File: src/rtl/mic_pkg.sv
// Shared constants for the microphone sample path: sample width, FIFO depth,
// timestamp width, and the pointer-width helper used by the sample FIFO.
package mic_pkg;

  localparam int SAMPLE_W   = 32;
  localparam int FIFO_DEPTH = 16;
  localparam int TS_W       = 32;

  // Pointers carry one extra wrap bit above the address so full and empty
  // can be told apart when the addresses match.
  function automatic int ptr_w(input int depth);
    return $clog2(depth) + 1;
  endfunction

endpackage

File: src/rtl/mic_fifo_mem.sv
// Simple dual-port sample memory: synchronous write, synchronous registered
// read. The read register holds its value between reads and is cleared by
// rst; the storage array itself is never cleared.
module mic_fifo_mem #(
  parameter int W     = 32,
  parameter int DEPTH = 16
) (
  input  logic                     clk,
  input  logic                     rst,
  input  logic                     we,
  input  logic [$clog2(DEPTH)-1:0] waddr,
  input  logic [W-1:0]             wdata,
  input  logic                     re,
  input  logic [$clog2(DEPTH)-1:0] raddr,
  output logic [W-1:0]             rdata
);

  logic [W-1:0] mem [DEPTH];

  // Array write; no reset so the storage maps onto plain RAM.
  always_ff @(posedge clk) begin
    if (we) mem[waddr] <= wdata;
  end

  // Registered read. A same-address write in the same cycle returns the old
  // word, which is what the full-FIFO read+write case relies on.
  always_ff @(posedge clk or posedge rst) begin
    if (rst)     rdata <= '0;
    else if (re) rdata <= mem[raddr];
  end

endmodule

File: src/rtl/mic_sample_fifo.sv
// Sample FIFO between the decimating filter and the processor-side reader.
// Registered level/empty/full, sticky overflow on dropped samples, flush via
// clr. Optional feature: define MIC_FIFO_TIMESTAMP_EN to store a free-running
// cycle count with every sample and present it on rd_ts alongside rd_data.
module mic_sample_fifo
  import mic_pkg::*;
#(
  parameter int DW    = SAMPLE_W,
  parameter int DEPTH = FIFO_DEPTH
) (
  input  logic                     clk,
  input  logic                     rst,
  input  logic [DW-1:0]            data_in,
  input  logic                     data_in_valid,
  input  logic                     clr,
  input  logic                     rd_en,
  output logic [DW-1:0]            rd_data,
  output logic                     rd_valid,
  output logic                     empty,
  output logic                     full,
  output logic [ptr_w(DEPTH)-1:0]  level,
`ifdef MIC_FIFO_TIMESTAMP_EN
  output logic [TS_W-1:0]          rd_ts,
`endif
  output logic                     overflow
);

  localparam int PW = ptr_w(DEPTH);
  localparam int AW = PW - 1;
`ifdef MIC_FIFO_TIMESTAMP_EN
  localparam int MW = DW + TS_W;
`else
  localparam int MW = DW;
`endif

  logic [PW-1:0] wr_ptr, rd_ptr;
  logic [PW-1:0] wr_ptr_nxt, rd_ptr_nxt;
  logic          rd_accept, wr_accept, drop;
  logic          mem_we, mem_re;
  logic [MW-1:0] mem_wdata, mem_rdata;

  // Accept/drop decisions; a same-cycle read frees the slot for a write.
  always_comb begin
    rd_accept  = rd_en && !empty;
    wr_accept  = data_in_valid && (!full || rd_accept);
    drop       = data_in_valid && full && !rd_accept;
    wr_ptr_nxt = wr_accept ? wr_ptr + PW'(1) : wr_ptr;
    rd_ptr_nxt = rd_accept ? rd_ptr + PW'(1) : rd_ptr;
    mem_we     = wr_accept && !clr;
    mem_re     = rd_accept && !clr;
  end

  // Pointers, occupancy flags and read strobe; clr outranks any traffic.
  always_ff @(posedge clk or posedge rst) begin
    if (rst) begin
      wr_ptr   <= '0;
      rd_ptr   <= '0;
      level    <= '0;
      empty    <= 1'b1;
      full     <= 1'b0;
      overflow <= 1'b0;
      rd_valid <= 1'b0;
    end else if (clr) begin
      wr_ptr   <= '0;
      rd_ptr   <= '0;
      level    <= '0;
      empty    <= 1'b1;
      full     <= 1'b0;
      overflow <= 1'b0;
      rd_valid <= 1'b0;
    end else begin
      wr_ptr   <= wr_ptr_nxt;
      rd_ptr   <= rd_ptr_nxt;
      level    <= wr_ptr_nxt - rd_ptr_nxt;
      empty    <= (wr_ptr_nxt == rd_ptr_nxt);
      full     <= (wr_ptr_nxt[AW-1:0] == rd_ptr_nxt[AW-1:0]) &&
                  (wr_ptr_nxt[PW-1] != rd_ptr_nxt[PW-1]);
      overflow <= overflow || drop;
      rd_valid <= rd_accept;
    end
  end

`ifdef MIC_FIFO_TIMESTAMP_EN
  logic [TS_W-1:0] ts_cnt;

  // Free-running cycle counter; wraps naturally.
  always_ff @(posedge clk or posedge rst) begin
    if (rst) ts_cnt <= '0;
    else     ts_cnt <= ts_cnt + TS_W'(1);
  end

  assign mem_wdata = {ts_cnt, data_in};
  assign rd_ts     = mem_rdata[MW-1:DW];
`else
  assign mem_wdata = data_in;
`endif

  assign rd_data = mem_rdata[DW-1:0];

  mic_fifo_mem #(
    .W     (MW),
    .DEPTH (DEPTH)
  ) u_mem (
    .clk   (clk),
    .rst   (rst),
    .we    (mem_we),
    .waddr (wr_ptr[AW-1:0]),
    .wdata (mem_wdata),
    .re    (mem_re),
    .raddr (rd_ptr[AW-1:0]),
    .rdata (mem_rdata)
  );

endmodule

File: config.mk
export PLATFORM = sky130hd
export DESIGN_NAME = mic_sample_fifo
export DESIGN_NICKNAME = d
export VERILOG_FILES = /design/src/rtl/mic_pkg.sv /design/src/rtl/mic_fifo_mem.sv /design/src/rtl/mic_sample_fifo.sv
export SDC_FILE = /design/constraint.sdc
export NUM_CORES = 1
export LEC_CHECK = 0
export ABC_AREA = 1
export CORE_UTILIZATION = 60
export DETAILED_ROUTE_END_ITERATION = 10
export HOLD_SLACK_MARGIN = 0.15
export PLACE_DENSITY = 0.81
export SLEW_MARGIN = 30
export SYNTH_ARGS = -nofsm -noshare
export SYNTH_HDL_FRONTEND = slang
export SYNTH_SLANG_ARGS = --single-unit
File: constraint.sdc
create_clock -name clk -period 5.3 [get_ports clk]
set_clock_uncertainty 0.15 [all_clocks]
set_input_delay 1.325 -clock clk [delete_from_list [all_inputs] [get_ports clk]]
set_output_delay 1.325 -clock clk [all_outputs]
set_load 0.01 [all_outputs]
==> results.py <==
metrics = {
    "status": {
        "status": "finished, final reports clean",
    },
    "place": {
        "post_dp_cell_area_um2": 23600,
        "gp_routability_congestion": 0.838,
        "port-buffer-count": 77,
        "place.detailed.hpwl_um": 26800,
    },
    "synth": {
        "synthesis.nets": 1788,
        "synth.avg_cell_area_um2": 12.8,
        "synth_enable_flop_cells": 512,
        "syn-instance-count": 1741,
        "yosysMostFrequentCell": "sky130_fd_sc_hd__edfxtp_1",
        "synth_async_sr_flop_share": 0.0906,
        "synthXorXnorAreaFrac": 0.00196,
        "post-synth-top-area-fraction": 0.688,
        "synth-compound-area-share": 0.0933,
        "synth_top_cell_by_area": "sky130_fd_sc_hd__edfxtp_1",
        "synth.cells.most_frequent": "sky130_fd_sc_hd__edfxtp_1 (512), sky130_fd_sc_hd__nor2_1 (290), sky130_fd_sc_hd__nand2_1 (198)",
        "synth_simple_gate_area_share": 0.125,
        "ys_types": 33,
        "synth_fa_ha_area_frac": 0.00593,
        "synthTopCellsByArea": "sky130_fd_sc_hd__edfxtp_1 (69%), sky130_fd_sc_hd__dfrtp_1 (5.6%), sky130_fd_sc_hd__nor2_1 (4.9%)",
        "number_of_flip_flops_and_latches_in_the_synthesized_netlist": 563,
        "synth-seq-area-share": 0.745,
        "synth_flop_type": "sky130_fd_sc_hd__edfxtp_1",
        "synth.area.mux_share": 0,
        "mappedNetlistArea_um2": 22400,
        "synth_warnings": 0,
        "synth_top_family_by_area": "simple AND/OR/NAND/NOR gates",
    },
    "finish": {
        "num_antenna_cells": 0,
        "flow.area_growth_from_synthesis_pct": 13.0,
        "fin_util": 0.690,
        "fraction_of_final_layout_cells_sized_beyond_drive_strength_1": 0.0882,
        "layout.cell_area.non_filler_um2": 25300,
        "number_of_nets_in_the_finished_design": 1843,
    },
    "global_route": {
        "global_route.usage.met3": 0.0373,
        "groute.usage.overall": 0.267,
        "gr-usage-met1": 0.371,
        "grt_start_max_net_pins": 153,
        "gr-usage-met2": 0.436,
        "grt_pass1_wl_um": 77400,
        "initial_antenna_violation_count": 0,
        "gr-max-usage-layer": "met2",
        "global_route.overflow_total": 0,
        "grt_pass1_vias": 14000,
    },
    "pwr": {
        "max-vdd-ir-drop_mv": 0.272,
        "cellLeakagePower_nw": 8.58,
        "power_per_cell_area_nw_per_um2": 388,
    },
    "setup_path": {
        "crit_path_end_kind": "flip-flop",
        "timing.setup.critical_path_class": "in -> reg",
        "crit_fanout": 24,
        "worst_ep_arrival_time_ns": 3.81,
        "r2r_slack_ns": 1.84,
        "startpoint_type": "input port",
        "worst-endpoint-required_ns": 5.43,
    },
    "timing": {
        "final.period_utilization": 0.694,
        "finalSetupViolations": 0,
        "timing.final.crit_period_ns": 3.68,
        "report.final.slew_viol_count": 0,
        "slew_headroom": 0.319,
        "totalNegativeSetupSlack_ns": 0,
        "hold_violations": 0,
        "rsz_0062_raised_after_global_routing": "no",
        "timing_worst_slew_pin_value_ns": 1.02,
        "maxClockFrequency_mhz": 272,
    },
    "cts": {
        "cts_setup_buffers": 0,
        "clk_lat_worst_skew_ns": 0.57,
        "clk_transition_reported_paths_ns": 0.06,
        "htree_levels": 2,
        "cts-root-to-sink-buffers": 3,
        "cts_inserted_buffers": 53,
        "cts.repair.resized": 0,
        "cts_tree": "done",
        "cts.hold.buffers_added": 0,
        "clockRootBuffer": "sky130_fd_sc_hd__clkbuf_16",
        "clock_sink_count": 563,
    },
    "routing": {
        "vias": 14300,
        "post_drt_wl_per_cell_um": 22.1,
        "post-route-drc-count": 0,
        "route.detailed.vias_per_inst": 6.19,
        "detailedRoute.firstPassIterationCount": 6,
        "count_of_routing_violations_after_the_opening_detailed_route_iteration": 1675,
        "routed_wl_um": 50900,
        "antenna_violating_nets_post_route": 0,
    },
    "floorplanning": {
        "die-area_um2": 38000,
        "dieWidth_um": 195,
        "core_box_area_um2": 36600,
        "rows": 70,
        "vertical_die_dimension_um": 195,
        "boundaryPins": 78,
        "starting_density_of_the_core": 0.610,
    },
    "min_path": {
        "worst_hold_path_type": "reg -> reg",
    },
    "flow_run": {
        "max_cap_viol_count": 0,
    },
}
through the flow:
stage                     hold WS, ns  instances  total power [mW]  setup slack, ns
after floorplan                 0.379       1741              5.77            0.669
after global placement          0.348       2208              6.18             1.13
after detailed placement        0.364       2209              6.22             1.05
after CTS                       0.382       2304              9.82             1.65
after global routing            0.412       2304              10.1             1.48
final                           0.379       2304              9.80             1.62
report_power, final:
group          internal, mW  switching (mW)
logic                 0.458           0.583
registers              4.99           0.107
clock network          2.12            1.55
total                  7.57            2.23
worst paths after layout:
check | end | startpoint | depth (start not counted)
max | u_mem.mem[12][18] | rd_en | 8
min | overflow | overflow | 2
max reg2reg | level[4] | rd_ptr[0] | 12
min reg2reg | overflow | overflow | 2
max in group asynchronous | rd_ptr[1] | rst | 3
min in group asynchronous | u_mem.rdata[31] | rst | 2
state kept, by name (all words and copies together), names as in the netlist:
signal	flops
wr_ptr	5
overflow	1
rd_valid	1
empty	1
level	5
u_mem.rdata	32
full	1
rd_ptr	5
u_mem.mem	512
cell usage in the layout, fill, tap and decap left out, drive strengths merged, types with 5 or more instances in the layout:
cell and instances:
bufinv 6, clkbuf 65, o211ai 64, edfxtp 512, or2 32, ha 9
clkinv 24, buf 32, a21boi 32, clkdlybuf4s50 77, nand3 139, nor3 5
nor2 290, a21oi 37, nand2 199, inv 25, o21ai 193, dfrtp 50
xor2 5, o22ai 32
cells by family after synthesis:
logic type | count (synthesis)
adders and majority gates | 10
xor gates and xnor gates | 5
buffers and inverters | 135
DFF | 563
AOI/OAI and AO/OA | 360
and+or+nand+nor | 668
layer usage:
metal / routed length (um) / up-vias
li1: - / 6394
met1: 20300 / 6921
met2: 24700 / 818
met3: 4510 / 119
met4: 1420 / 0
met5: 0 / -
worst max-delay path, stage by stage:
cell and delay (ns):
sky130_fd_sc_hd__clkdlybuf4s50_1 0.47, sky130_fd_sc_hd__nand2_1 0.15, sky130_fd_sc_hd__nand2_1 0.16, sky130_fd_sc_hd__nand2_2 0.13, sky130_fd_sc_hd__nor2_1 0.18, sky130_fd_sc_hd__nand2_1 0.27
sky130_fd_sc_hd__nor2_4 0.82, sky130_fd_sc_hd__buf_4 0.29
layout make-up:
cell class / count / area (um2)
Sequential cell: 563 / 16700
Fill cell: 2375 / 11400
Multi-Input combinational cell: 1043 / 5170
Clock buffer: 65 / 1370
Timing Repair Buffer: 109 / 1080
Tap cell: 468 / 586
Clock inverter: 30 / 287
Inverter: 26 / 103
Power figures use the tool's default switching activity.
